<file path="src/rtl/i2s_sample_capture.sv">
// I2S oversampling capture: rebuilds left/right PCM words from the decoder's
// bit stream and presents stereo pairs on a one-deep valid/ready register.
module i2s_sample_capture #(
    parameter int DATA_W     = 24,
    parameter int LOCK_PAIRS = 2
) (
    input  logic              clk,
    input  logic              rst,
    input  logic              i2s_bck,
    input  logic              i2s_ws,
    input  logic              i2s_d0,
    output logic [DATA_W-1:0] out_left,
    output logic [DATA_W-1:0] out_right,
    output logic              out_valid,
    input  logic              out_ready,
    output logic              locked,
    output logic              short_err,
    output logic              overflow
);

    localparam logic [1:0] ST_SEEK  = 2'd0;
    localparam logic [1:0] ST_LEFT  = 2'd1;
    localparam logic [1:0] ST_RIGHT = 2'd2;

    localparam logic [4:0] FULL     = 5'(DATA_W);
    localparam logic [4:0] CNT_MAX  = 5'd31;
    localparam logic [3:0] LOCK_MAX = 4'(LOCK_PAIRS);

    logic              bck_d;
    logic              ws_last;
    logic [4:0]        bitcnt;
    logic [DATA_W-1:0] sr;
    logic [DATA_W-1:0] left_hold;
    logic [1:0]        state;
    logic [3:0]        lock_cnt;

    logic rise;
    logic boundary;
    logic word_ok;
    logic short_hit;
    logic pair_done;
    logic accept;
    logic load;

    assign rise      = i2s_bck & ~bck_d;
    assign boundary  = rise & (i2s_ws != ws_last);
    assign word_ok   = (bitcnt >= FULL);
    assign short_hit = boundary & (state != ST_SEEK) & ~word_ok;
    assign pair_done = boundary & (state == ST_RIGHT) & word_ok;
    assign accept    = out_valid & out_ready;
    assign load      = pair_done & (~out_valid | out_ready);
    assign locked    = (lock_cnt == LOCK_MAX);

    // Bit assembly: the bit sampled at a boundary is the new word's MSB.
    always_ff @(posedge clk) begin
        if (rst) begin
            bck_d   <= 1'b0;
            ws_last <= 1'b0;
            bitcnt  <= 5'd0;
            sr      <= '0;
        end else begin
            bck_d <= i2s_bck;
            if (rise) begin
                ws_last <= i2s_ws;
                if (boundary) begin
                    sr     <= {{(DATA_W-1){1'b0}}, i2s_d0};
                    bitcnt <= 5'd1;
                end else begin
                    if (bitcnt < FULL)
                        sr <= {sr[DATA_W-2:0], i2s_d0};
                    if (bitcnt != CNT_MAX)
                        bitcnt <= bitcnt + 5'd1;
                end
            end
        end
    end

    always_ff @(posedge clk) begin
        if (rst) begin
            state     <= ST_SEEK;
            left_hold <= '0;
        end else if (boundary) begin
            priority case (1'b1)
                (state == ST_SEEK): begin
                    if (!i2s_ws)
                        state <= ST_LEFT;
                end
                short_hit: begin
                    state <= ST_SEEK;
                end
                (state == ST_LEFT): begin
                    left_hold <= sr;
                    state     <= ST_RIGHT;
                end
                default: begin
                    state <= ST_LEFT;
                end
            endcase
        end
    end

    // Output register and status; an overflowed pair still counts toward lock.
    always_ff @(posedge clk) begin
        if (rst) begin
            out_left  <= '0;
            out_right <= '0;
            out_valid <= 1'b0;
            short_err <= 1'b0;
            overflow  <= 1'b0;
            lock_cnt  <= 4'd0;
        end else begin
            short_err <= short_hit;
            overflow  <= pair_done & out_valid & ~out_ready;
            if (load) begin
                out_left  <= left_hold;
                out_right <= sr;
                out_valid <= 1'b1;
            end else if (accept) begin
                out_valid <= 1'b0;
            end
            if (short_hit)
                lock_cnt <= 4'd0;
            else if (pair_done && lock_cnt != LOCK_MAX)
                lock_cnt <= lock_cnt + 4'd1;
        end
    end

endmodule

</file>
<file path="config.mk">
export PLATFORM = sky130hd
export DESIGN_NAME = i2s_sample_capture
export DESIGN_NICKNAME = d
export VERILOG_FILES = /design/src/rtl/i2s_sample_capture.sv
export SDC_FILE = /design/constraint.sdc
export NUM_CORES = 1
export LEC_CHECK = 0
export ABC_AREA = 1
export CORE_UTILIZATION = 30
export DETAILED_ROUTE_END_ITERATION = 12
export PLACE_DENSITY = 0.58
export SETUP_SLACK_MARGIN = 0.5
export SYNTH_ARGS = -nofsm -noshare
export SYNTH_HDL_FRONTEND = slang
export SYNTH_SLANG_ARGS = --single-unit
</file>
<file path="constraint.sdc">
create_clock -name clk -period 5 [get_ports clk]
set_clock_uncertainty 0.15 [all_clocks]
set_input_delay 0.75 -clock clk [delete_from_list [all_inputs] [get_ports clk]]
set_output_delay 0.75 -clock clk [all_outputs]
set_load 0.02 [all_outputs]
</file>
# Word level (Yosys, flattened, before mapping)
# Cells that the tools add are included.
[totals] regBits=112 inputBits=6 output_inout_bits=52 word_cells=61
[op_classes] add_sub_neg=2 order_cmp=2 n_eq_ne=7 muxes=10 bitwise=17 reduce_logical=11
[op_table] op="24-bit two-way mux" n=2
[op_table] op="1-bit AND" n=10
[op_table] op="5-bit two-way mux" n=2
[op_table] op="2-bit two-way mux" n=4
[op_table] op="2-bit nonzero test" n=4
[op_table] op="1-bit inverter" n=6
[op_table] op="2-bit AND reduction" n=3
[op_table] op="5-bit by 1-bit adder with 5-bit output, second input constant" n=1
[op_table] op="5-bit greater-or-equal comparator, second input constant" n=1
[op_table] op="5-bit < comparator, second input constant" n=1
[op_table] op="5-bit inequality test, second input constant" n=1
[op_table] op="4-bit by 1-bit adder with 4-bit output, second input constant" n=1
[op_table] op="4-bit by 2-bit == test with 1-bit output, second input constant" n=1
[op_table] op="4-bit by 2-bit inequality test with 1-bit output, second input constant" n=1
[op_table] op="4-bit AND reduction" n=1
[op_table] op="2-bit by 1-bit == test with 1-bit output, second input constant" n=1
[op_table] op="2-bit == test, second input constant" n=1
[op_table] op="2-bit logical NOT" n=1
[op_table] op="1-bit two-way mux" n=2
[op_table] op="2-bit inequality test, second input constant" n=1
[op_table] op="2-bit OR reduction" n=1
[op_table] op="1-bit logical AND" n=1
[op_table] op="1-bit inequality test" n=1
[op_table] op="1-bit OR" n=1

# Depth between registers and ports, before layout
[logic_depth] word_depth=7 mapped_depth=11 mapped_depth_nobuf=11

# Worst setup path after synthesis
# OpenSTA, ideal clock, no wires.
[synth_path] path_type="in2reg" from="input port i2s_bck" to="register out_right[0]" setup_ps=113 t_arrival_ps=1646 t_required_ps=4737 setup_slack_ps=3091 path_stages=9 path_buffers=2 path_cell_list="inv_2 -> nor2_8 -> nand3_4 -> nor2_4 -> nand2_2 -> buf_6 -> buf_6 -> nor2_1 -> nor2_1"
[synth_between] elab_chain_cells=5
[synth_rtl] element="start: declaration" line="9" text="input logic i2s_bck,"
[synth_rtl] element="1-bit AND" line="45" text="assign rise = i2s_bck & ~bck_d;"
[synth_rtl] element="1-bit AND" line="46" text="assign boundary = rise & (i2s_ws != ws_last);"
[synth_rtl] element="1-bit AND (2 in a row)" line="49" text="assign pair_done = boundary & (state == ST_RIGHT) & word_ok;"
[synth_rtl] element="1-bit AND" line="51" text="assign load = pair_done & (~out_valid | out_ready);"
[synth_rtl] element="end signal: assignment" line="116" text="out_right <= sr;"
[synth_rtl] element="end: declaration" line="13" text="output logic [DATA_W-1:0] out_right,"
# Every way passes these cells.
# A chain may end at the register's enable or synchronous reset.

# Worst setup path in the final report
[layout_path] from="register bitcnt[4]" to="register left_hold[20]"
[layout_between] elab_chain_cells=5
[layout_rtl] element="start: declaration" line="31" text="logic [4:0] bitcnt;"
[layout_rtl] element="start signal: assignment" line="72" text="bitcnt <= bitcnt + 5'd1;"
[layout_rtl] element="5-bit greater-or-equal comparator" line="47" text="assign word_ok = (bitcnt >= FULL);"
[layout_rtl] element="1-bit inverter" line="48" text="assign short_hit = boundary & (state != ST_SEEK) & ~word_ok;"
[layout_rtl] element="1-bit AND" line="48"
[layout_rtl] element="1-bit inverter (no line)"
[layout_rtl] element="4-bit AND reduction (no line)"
[layout_rtl] element="end signal: assignment" line="92" text="left_hold <= sr;"
[layout_rtl] element="end: declaration" line="33" text="logic [DATA_W-1:0] left_hold;"
# Every way passes these cells.

==> impl_metrics.json <==
{
  "final_common_cell": "nand2_1",
  "reg2reg_depth": 5,
  "die_area_um2": 15640,
  "critPathKind": "reg2reg",
  "rsz0062_at_grt": "false",
  "seqCellArea_um2": 2242,
  "wirelength_um": 10320,
  "fin_tns_setup_ns": 0,
  "slew_viol_final": 0,
  "critical_path_cell_count": 5,
  "hold_start": "left_hold[19]",
  "synth.distinct_cells": 23,
  "timing.rr.end": "left_hold[20]",
  "start_util_pct": 31.03,
  "clock-sinks": 112,
  "area_growth_syn_to_layout_pct": 20.93,
  "synth_area_leaders": "dfxtp_1, nand2_1, nor2_1, a21oi_1, inv_1",
  "irDropWorstVdd_mv": 0.1527,
  "placement.io_buffers": 57,
  "final_cell_mix": "nand2_1, dfxtp_1, nor2_1",
  "preCtsSetupSlack_ns": 1.415,
  "ys_seq_area_share_pct": 49.34,
  "first_pass_iters": 10,
  "grt_remaining_overflow": 0,
  "rows": 44,
  "period_share_pct": 64.47,
  "vias": 3825,
  "critPathArrivalTime_ns": 3.30,
  "cp_common_cell": "nand2_1",
  "clockBufferDepth": 2,
  "pwr_density_cell_nw_per_um2": 309.5,
  "dpl.cell_count": 844,
  "synth_nets": 644,
  "ctsHoldBuffers": 0,
  "path_max_fanout": 28,
  "syn_inst": 633,
  "clock_latency_ns": 0.35,
  "fin_ws_ns": 1.777,
  "hold_path.class": "reg2reg",
  "drive_above_1_share_pct": 3.994,
  "wl_per_cell_um": 12.00,
  "worstSetupStartpoint": "bitcnt[4]",
  "gp_congestion": 0.7289,
  "start_kind": "register",
  "cts_tree": "built",
  "grt_usage_pct": 13.64,
  "power.leakage_nw": 2.414,
  "crit_family": "simple AND/OR/NAND/NOR gates",
  "netlist.area_leader.share_pct": 49.34,
  "setup_viol": 0,
  "slowest_stage": "nand2_1",
  "worstPathCellList": "nand2_1 -> nand2_1 -> nand3_2 -> nand2_1 -> a21oi_1",
  "cts-root-buf": "clkbuf_16",
  "antenna_found_initial": 0,
  "grt_pass1_vias": 3694,
  "maxSlewHeadroom_pct": 28.19,
  "synth-seq-cells": 112,
  "hold_viol_final": 0,
  "status": "finished, violations left",
  "die_y_um": 125.1,
  "clk_pin_slew_worst_paths_ns": 0.08,
  "grt_pass1_wl_um": 17370,
  "coreArea_um2": 14640,
  "post_cts_resized": 0,
  "n_antenna_cell": 0,
  "max_clock_freq_mhz": 310.2,
  "synth_area_per_cell_um2": 7.179,
  "cts_inserted_buffers": 9,
  "stdcell_count": 860,
  "grt_max_degree": 60,
  "via_per_inst": 4.448,
  "dp_hpwl_um": 6602,
  "synth_area_um2": 4544,
  "period_needed_ns": 3.223,
  "multi_input_area_um2": 1857,
  "synth_warnings": 0,
  "cpPeakStageDelay_ns": 1.03,
  "drc": 2,
  "fillers": 1507,
  "ios": 58,
  "postCtsSetupBuffers": 0,
  "nNetsFinal": 682,
  "antenna_left": 0,
  "rr_startpoint": "bitcnt[4]",
  "yosysTopAreaCell": "dfxtp_1",
  "tightest_slew_ns": 1.075,
  "violations": "design-rule violations",
  "die_w_um": 125.1,
  "path_buf_inv": 0,
  "reg2reg_setup_slack_ns": 1.78,
  "crit_path_end": "left_hold[20]",
  "htree_levels": 3,
  "cp-end-kind": "register",
  "required_ns": 5.07,
  "drv_cap": 0,
  "drt_iter0_markers": 188
}
-- per-stage QoR --
stage,hold slack (ns),area [um2],utilization [%],total power [mW]
floorplan,0.2905,4544,-,0.9703
global placement,0.3053,5192,35.46,0.9880
detailed placement,0.3081,5192,35.46,0.9901
CTS,0.3186,5495,37.53,1.729
global route,0.3314,5495,37.53,1.772
finish,0.3148,5495,37.53,1.701
-- cells by family (layout without fill, tap and decap cells) --
logic type / after synthesis / count (layout) / synth area share, %
AND/OR/NAND/NOR: 350 / 350 / 32.52
flip-flops: 112 / 112 / 49.34
buffers and inverters: 104 / 147 / 9.801
AO/OA/AOI/OAI: 61 / 61 / 6.773
adder cells (fa/ha/maj): 5 / 5 / 1.377
XOR/XNOR: 1 / 1 / 0.1928
-- power by group --
| group | leakage, nW | internal [mW] | total (mW) | switching, mW |
|---|---|---|---|---|
| registers | 0.903 | 0.895 | 0.898 | 0.00338 |
| logic | 1.36 | 0.0149 | 0.0703 | 0.0554 |
| clock network | 0.147 | 0.394 | 0.732 | 0.338 |
-- how the worst min path moves through the flow --
stage,slack (ns),depth (start not counted),endpoint
floorplan,0.29,2,left_hold[14]
global placement,0.31,2,left_hold[23]
detailed placement,0.31,2,left_hold[19]
CTS,0.32,2,left_hold[19]
global route,0.33,2,left_hold[8]
finish,0.31,2,left_hold[19]
-- routing by layer --
layer	track usage (%)	wire length, um	vias up
li1	-	-	2049
met1	16.91	4852	1699
met2	23.33	4959	75
met3	4.022	469	2
met4	2.941	36	0
met5	0	0	-
-- registers in the layout (all words and copies together) (netlist names) --
name and count:
left_hold 24, bitcnt 5, bck_d 1, ws_last 1, out_valid 1, overflow 1, sr 24, state 2
out_right 24, short_err 1, lock_cnt 4, out_left 24
-- tightest hold or removal path, cell delays in order, from the launching register on --
cell	delay, ns
dfxtp_1	0.32
nand2_1	0.06
a21oi_1	0.05
-- final cells by class --
cell class / count / area share, %
Clock buffer: 9 / 4.098
Sequential cell: 112 / 40.80
Clock inverter: 7 / 1.412
Inverter: 70 / 4.781
Tap cell: 184 / 4.189
Timing Repair Buffer: 61 / 10.93
Multi-Input combinational cell: 417 / 33.79
-- synthesized netlist by cell type --
library cell  instances
o21ai_0               3
nand3_4               1
nor2_8                1
nand3_1              31
nor2_1              108
inv_2                 1
buf_2                14
buf_6                 5
nor2_4                2
nor3_1                2
a21oi_1              56
nand2_2               1
nand3b_1              1
clkinv_1              1
dfxtp_1             112
o22ai_1               2
nand3_2               1
clkbuf_1             15
nand2_1             176
xor2_1                1
nand4_1              26
inv_1                68
ha_1                  5
Power figures use the tool's default switching activity.
